==> src/rtl/serial_arith_pkg.sv <==
// Shared types and limits for the serial arithmetic datapath.
// Used by serial_subtractor and its adder companion.
package serial_arith_pkg;

    localparam int SERIAL_ARITH_MAX_WIDTH = 64;

    typedef enum logic [1:0] {
        IDLE = 2'd0,
        RUN  = 2'd1,
        DONE = 2'd2
    } state_t;

endpackage

==> src/rtl/serial_subtractor_fs.sv <==
// Single-bit full subtractor cell: d = a - b - bin.
// Purely combinational; reused once per cycle by serial_subtractor.
module full_subtractor (
    input  logic a,
    input  logic b,
    input  logic bin,
    output logic d,
    output logic bout
);
    assign d    = a ^ b ^ bin;
    assign bout = (~a & b) | (~(a ^ b) & bin);
endmodule

==> src/rtl/serial_subtractor.sv <==
// Bit-serial A - B, LSB first, one full-subtractor cell and a borrow flop.
// Optional signed overflow flag: define SERIAL_SUBTRACTOR_OVERFLOW_EN.
module serial_subtractor
    import serial_arith_pkg::*;
#(
    parameter int WIDTH = 8
) (
    input  logic             i_clk,
    input  logic             i_rst_n,
    input  logic             i_start,
    input  logic [WIDTH-1:0] i_minuend,
    input  logic [WIDTH-1:0] i_subtrahend,
    output logic             o_busy,
    output logic             o_done,
    output logic [WIDTH-1:0] o_diff,
    output logic             o_borrow
`ifdef SERIAL_SUBTRACTOR_OVERFLOW_EN
    ,
    output logic             o_overflow
`endif
);

    localparam int CNT_W = $clog2(WIDTH);
    localparam logic [CNT_W-1:0] LAST = CNT_W'(WIDTH - 1);

    if (WIDTH < 2 || WIDTH > SERIAL_ARITH_MAX_WIDTH) begin : g_bad_width
        $error("serial_subtractor: WIDTH out of range 2..64");
    end

    state_t           state_q, state_d;
    logic [CNT_W-1:0] cnt_q, cnt_d;
    logic [WIDTH-1:0] a_q, a_d;
    logic [WIDTH-1:0] b_q, b_d;
    logic             bor_q, bor_d;
    logic [WIDTH-1:0] diff_q, diff_d;
    logic             brw_q, brw_d;
    logic             cell_d, cell_bout;
    logic             last;
`ifdef SERIAL_SUBTRACTOR_OVERFLOW_EN
    logic             amsb_q, amsb_d;
    logic             bmsb_q, bmsb_d;
    logic             ovf_q, ovf_d;
`endif

    full_subtractor u_fs (
        .a    (a_q[0]),
        .b    (b_q[0]),
        .bin  (bor_q),
        .d    (cell_d),
        .bout (cell_bout)
    );

    assign last = (state_q == RUN) && (cnt_q == LAST);

    always_ff @(posedge i_clk or negedge i_rst_n) begin
        if (!i_rst_n) begin
            state_q <= IDLE;
        end else begin
            state_q <= state_d;
        end
    end

    always_comb begin
        state_d = state_q;
        case (state_q)
            IDLE:    if (i_start) state_d = RUN;
            RUN:     if (last) state_d = DONE;
            DONE:    state_d = IDLE;
            default: state_d = IDLE;
        endcase
    end

    always_comb begin
        o_busy = 1'b0;
        o_done = 1'b0;
        case (state_q)
            RUN:     o_busy = 1'b1;
            DONE:    o_done = 1'b1;
            default: ;
        endcase
    end

    // Result bits enter A's register at the MSB as A's bits are consumed,
    // so A doubles as the result shift register.
    always_comb begin
        cnt_d  = cnt_q;
        a_d    = a_q;
        b_d    = b_q;
        bor_d  = bor_q;
        diff_d = diff_q;
        brw_d  = brw_q;
`ifdef SERIAL_SUBTRACTOR_OVERFLOW_EN
        amsb_d = amsb_q;
        bmsb_d = bmsb_q;
        ovf_d  = ovf_q;
`endif
        if (state_q == IDLE && i_start) begin
            a_d   = i_minuend;
            b_d   = i_subtrahend;
            bor_d = 1'b0;
            cnt_d = '0;
`ifdef SERIAL_SUBTRACTOR_OVERFLOW_EN
            amsb_d = i_minuend[WIDTH-1];
            bmsb_d = i_subtrahend[WIDTH-1];
`endif
        end else if (state_q == RUN) begin
            a_d   = {cell_d, a_q[WIDTH-1:1]};
            b_d   = {1'b0, b_q[WIDTH-1:1]};
            bor_d = cell_bout;
            if (last) begin
                diff_d = {cell_d, a_q[WIDTH-1:1]};
                brw_d  = cell_bout;
`ifdef SERIAL_SUBTRACTOR_OVERFLOW_EN
                ovf_d  = (amsb_q != bmsb_q) && (cell_d != amsb_q);
`endif
            end else begin
                cnt_d = cnt_q + 1'b1;
            end
        end
    end

    always_ff @(posedge i_clk or negedge i_rst_n) begin
        if (!i_rst_n) begin
            cnt_q  <= '0;
            a_q    <= '0;
            b_q    <= '0;
            bor_q  <= 1'b0;
            diff_q <= '0;
            brw_q  <= 1'b0;
        end else begin
            cnt_q  <= cnt_d;
            a_q    <= a_d;
            b_q    <= b_d;
            bor_q  <= bor_d;
            diff_q <= diff_d;
            brw_q  <= brw_d;
        end
    end

`ifdef SERIAL_SUBTRACTOR_OVERFLOW_EN
    always_ff @(posedge i_clk or negedge i_rst_n) begin
        if (!i_rst_n) begin
            amsb_q <= 1'b0;
            bmsb_q <= 1'b0;
            ovf_q  <= 1'b0;
        end else begin
            amsb_q <= amsb_d;
            bmsb_q <= bmsb_d;
            ovf_q  <= ovf_d;
        end
    end

    assign o_overflow = ovf_q;
`endif

    assign o_diff   = diff_q;
    assign o_borrow = brw_q;

endmodule

==> config.mk <==
export PLATFORM = sky130hd
export DESIGN_NAME = serial_subtractor
export DESIGN_NICKNAME = d
export VERILOG_FILES = /design/src/rtl/serial_arith_pkg.sv /design/src/rtl/serial_subtractor_fs.sv /design/src/rtl/serial_subtractor.sv
export SDC_FILE = /design/constraint.sdc
export NUM_CORES = 1
export LEC_CHECK = 0
export CAP_MARGIN = 10
export CORE_MARGIN = 5
export CORE_UTILIZATION = 53
export DETAILED_ROUTE_END_ITERATION = 10
export GPL_TIMING_DRIVEN = 0
export PLACE_DENSITY = 0.86
export SKIP_LAST_GASP = 1
export SYNTH_ARGS = -nofsm -noshare
export SYNTH_HDL_FRONTEND = slang
export SYNTH_SLANG_ARGS = --single-unit
==> constraint.sdc <==
create_clock -name i_clk -period 3.5 [get_ports i_clk]
set_clock_uncertainty 0.2 [all_clocks]
set_input_delay 1.05 -clock i_clk [delete_from_list [all_inputs] [get_ports i_clk]]
set_output_delay 1.05 -clock i_clk [all_outputs]
set_load 0.02 [all_outputs]
After elaboration in Yosys (flattened, before gate mapping)

Cells that the tools add are included.
W data, S select, Z words.

Register bits after elaboration: 31
Bits of input ports: 19
Output and inout port bits: 11
Logic and storage cells: 43

$add $sub $neg: 1
Equal/unequal tests: 6
Muxes and demuxes: 14
Bitwise operators: 8
Reduce and logical (&&, ||, !) cells: 7

Operators by type and width:

| cell                  | count |
|---|---|
| $mux W8               | 4 |
| $mux W3               | 3 |
| $mux W1               | 4 |
| $mux W2               | 2 |
| $ne A2 B2 Y1 const B  | 2 |
| $pmux W2 S2           | 1 |
| $reduce_and A2 Y1     | 2 |
| $add A3 B1 Y3 const B | 1 |
| $eq A3 B3 Y1 const B  | 1 |
| $not A1 Y1            | 3 |
| $reduce_and A3 Y1     | 1 |
| $and A1 B1 Y1         | 2 |
| $eq A2 B1 Y1 const B  | 1 |
| $eq A2 B2 Y1 const B  | 1 |
| $logic_and A1 B1 Y1   | 2 |
| $logic_not A2 Y1      | 1 |
| $ne A2 B1 Y1 const B  | 1 |
| $reduce_bool A2 Y1    | 1 |
| $xor A1 B1 Y1         | 2 |
| $or A1 B1 Y1          | 1 |

Longest topological paths before layout

Depth after elaboration: 6
Gate-level depth with buffers: 6
Depth with buffers taken out: 5

By module

From an unflattened synthesis, not the netlist that was laid out.

Cell total of the unflattened synthesis: 124
Area, all modules: 1477.7 um^2

By module, submodules not included:

| module            | times used | cells each | area an instance (um^2) | seq. area each (um^2) |
|---|---|---|---|---|
| serial_subtractor | 1          | 120        | 1446.4                  | 775.7 |
| full_subtractor   | 1          | 4          | 31.3                    | 0.0 |

Least setup slack after synthesis

Ideal clock, no wire load.

Kind: reg2out
Start point: register state_q[1]
End point: output o_done
Data arrival time: 0.982 ns
Required time: 2.250 ns
Slack: 1.268 ns
Cell stages (with the launch flop): 5
Buffers on the path: 2
Cells stage by stage: dfrtp_1 buf_4 inv_1 buf_2 nor2_1

Cells in the longest elaborated chain, start to end: 2

RTL lines:

| item                   | line                    | text |
|---|---|---|
| start, declared        | serial_subtractor.sv:30 | `state_t state_q, state_d;` |
| start signal, assigned | serial_subtractor.sv:59 | `state_q <= state_d;` |
| $eq A2 B2 Y1           | serial_subtractor.sv:76 | `case (state_q)` |
| $mux W1                | serial_subtractor.sv:76 |  |
| end, declared          | serial_subtractor.sv:14 | `output logic o_done,` |

Every way passes these cells.

Worst setup path in the final report

Ends and elaborated chain as after synthesis.

==> results by group <==
Outcome
  • Status: finished, final reports clean

Die
  • Core outline area: around 2500 µm²
  • Initial Util: between 50% and 60%
  • Die width: about 61 µm
  • Placement Rows: 18
  • Die Span Y: a little over 60 µm
  • Die ar.: between 3000 and 4000 µm²
  • Ports: 30

Synth
  • Mapped Avg Cell Area: between 10 and 15 µm²
  • Yosys reg bits: 31
  • Synth async-reset ratio: 100%
  • Cell variety after synth: 25
  • Sequential share of the synthesized area: ~56%
  • Post-Syn Nets: 141
  • Number of synthesis warnings: 0
  • Post-Synthesis Cell Area: between 1000 and 1500 µm²
  • Synthesized instance count: 119
  • Number of flops mapped to enable cells by yosys: 0
  • Most used DFF post-synth: dfrtp_1

Clock tree
  • Postcts setup bufs: 0
  • CTS root buf: clkbuf_4
  • CTS buffer count: 5
  • CTS resizes: 0
  • Clk sinks: 31
  • TritonCTS clock tree: built
  • Reg clk slew, reported paths: approximately 0.09 ns
  • CTS Hold Bufs: 0
  • Later-pin clock latency in the skew report: around 0.33 ns
  • Max Root-Sink Buffers: 2
  • CTS HTree Levels: 2

Setup path
  • Buf/Inv on CP: 4
  • WS Path Type: flip-flop to output pin
  • Worst path top cell family by delay: buffers and inverters
  • Peak per-stage delay on the critical path: about 0.54 ns
  • Slowest cell on crit path: clkdlybuf4s50_1
  • Reg2reg start: cnt_q[0]
  • Crit path DAT: 1.93 ns
  • Startpoint types: flip-flop
  • Worst Path Max Fanout: 10
  • CP Launch Point: state_q[1]
  • CP endpoint kind: output pin
  • Data required, critical path: 2.25 ns
  • Crit path cell chain: buf_4 > inv_1 > buf_2 > nor2_1 > clkdlybuf4s50_1

Route
  • Initial DRC count: between 50 and 60
  • Post-DRT Antenna Nets: 0
  • M1 WL: ~1400 µm
  • Avg WL per Cell: 17.0 µm
  • Met2 WL: 1540 µm
  • Drt pass-1 iters: 4
  • Uppermost layer routed: met4
  • Vias per inst: ~6.1
  • Total vias in the final route: about 1,100
  • DRT Wirelength: around 3200 µm
  • Length of routed met3 wiring: 161 µm
  • DRC errors left: 0

Timing
  • Final hold violation count: 0
  • RSZ-0062 raised after global routing: no
  • Final Slew Violations: 0
  • Setup Viol. Count Final: 0
  • Pin slew with the least headroom to its limit: around 0.68 ns
  • Hold slack: slightly below 0.3 ns
  • Fmax: 314 MHz
  • Period utilization: between 90% and 100%
  • Final TNS setup: 0 ns
  • Min Tclk post-route: 3.18 ns
  • Slew Limit Headroom: approximately 54%

Pwr
  • Worst VDD drop: a little over 0.6 mV
  • Power Total: roughly 1.6 mW
  • Leakage: 0.775 nW
  • Power per cell area: ~900 nW/µm²

Global route
  • Initial antenna violation count: 0
  • First-pass GRT wire length: between 5000 and 6000 µm
  • GR Util All Layers: between 10% and 20%
  • Vias in the first global route: between 1,000 and 1,500
  • GRT Residual Overflow: 0
  • Largest net degree at the start of global routing: 22

Hold path
  • HP Class: flip-flop to flip-flop
  • Hold Startpoint: o_borrow

Layout
  • Synthesis-to-finish area growth: 30.6%
  • # fillers: about 180
  • Final nets: around 180
  • Layout cell share with drive strength beyond 1: 15.9%
  • Diode count: 0
  • Post-route cell area: roughly 1800 µm²
  • Final Util: about 72%

Placement
  • Placed Area: around 1700 µm²
  • Detail Placement HPWL: ~2300 µm
  • Port Buf Inserts: 29
  • Routability cong.: just over 0.8

Run
  • Max-cap violations: 0
==> cells by family after synthesis <==
family                     count (synthesis)  synth area share, %
and+or+nand+nor                           12                 5.68
AOI/OAI and AO/OA                         50                 23.4
DFF                                       31                 55.9
buffers and inverters                     16                 6.04
muxes                                      7                 5.68
adders and majority gates                  3                 3.25
==> tightest hold or removal path, cell delays in order (launching register included) <==
cell,delay [ns]
dfrtp_1,0.35
nand2_1,0.05
o21ai_0,0.06
==> registers in the layout, summed over array words and instances (netlist names) <==
register  cells
a_q           8
o_diff        8
bor_q         1
b_q           8
cnt_q         3
state_q       2
o_borrow      1
==> stage by stage <==
stage          setup slack (ns)  cells
3_5_place_dp              0.699    179
5_1_grt                   0.258    187
2_1_floorplan              1.27    119
6_report                  0.318    187
4_1_cts                   0.345    187
3_3_place_gp              0.668    178
==> placed cells by master (no fill, tap or decap), drive strengths merged, types with 4 or more instances in the layout <==
master	instances
a21oi	10
a2bb2oi	5
buf	9
clkbuf	8
clkdlybuf4s50	29
dfrtp	31
inv	7
mux2	7
nor2	4
o21ai	4
o22ai	23
==> synth_stat cells, types with 2 or more instances <==
cell	instances	share of area, %
buf_6	2	1.6
buf_2	4	1.4
a22oi_1	3	1.6
dfrtp_1	31	56
a21oi_1	10	3.6
o21ai_0	4	1.4
a2bb2oi_1	5	3.2
nand2b_1	3	1.4
nand2_1	2	0.54
o2bb2ai_1	3	1.9
inv_1	7	1.9
ha_1	2	1.8
o22ai_1	23	10
nor2_1	3	0.81
mux2_2	7	5.7
==> routing by layer <==
metal / vias to the layer above / GRT usage [%]
met5: - / 0
met1: 569 / 26.9
met3: 6 / 6.29
met4: 0 / 5.57
met2: 29 / 29.6
li1: 530 / -
==> cell type report <==
type	count	area, µm²	share of cell area (%)
repair buffers	30	318	17.5
clock buffers	8	68.8	3.80
plain buffers	8	53.8	2.97
multi-input cells	72	528	29.1
flip-flops and latches	31	776	42.8
well taps	30	37.5	2.07
inverters	8	30.0	1.66
==> path summary, 6_finish.rpt <==
kind / endpoint / slack, ns / cells after the start
max in group asynchronous: b_q[5] / 1.72 / 2
hold reg to reg: o_borrow / 0.29 / 2
hold / removal: o_borrow / 0.29 / 2
min in group asynchronous: a_q[3] / 0.88 / 1
setup reg to reg: o_diff[5] / 1.63 / 5
setup / recovery: o_done / 0.32 / 5
==> power by group <==
part           leakage (nW)  internal, mW  switching (mW)  total, mW
clock network        0.0386         0.118           0.120      0.238
registers             0.364         0.530           0.117      0.647
logic                 0.373         0.380           0.361      0.741
Power figures use the tool's default switching activity.
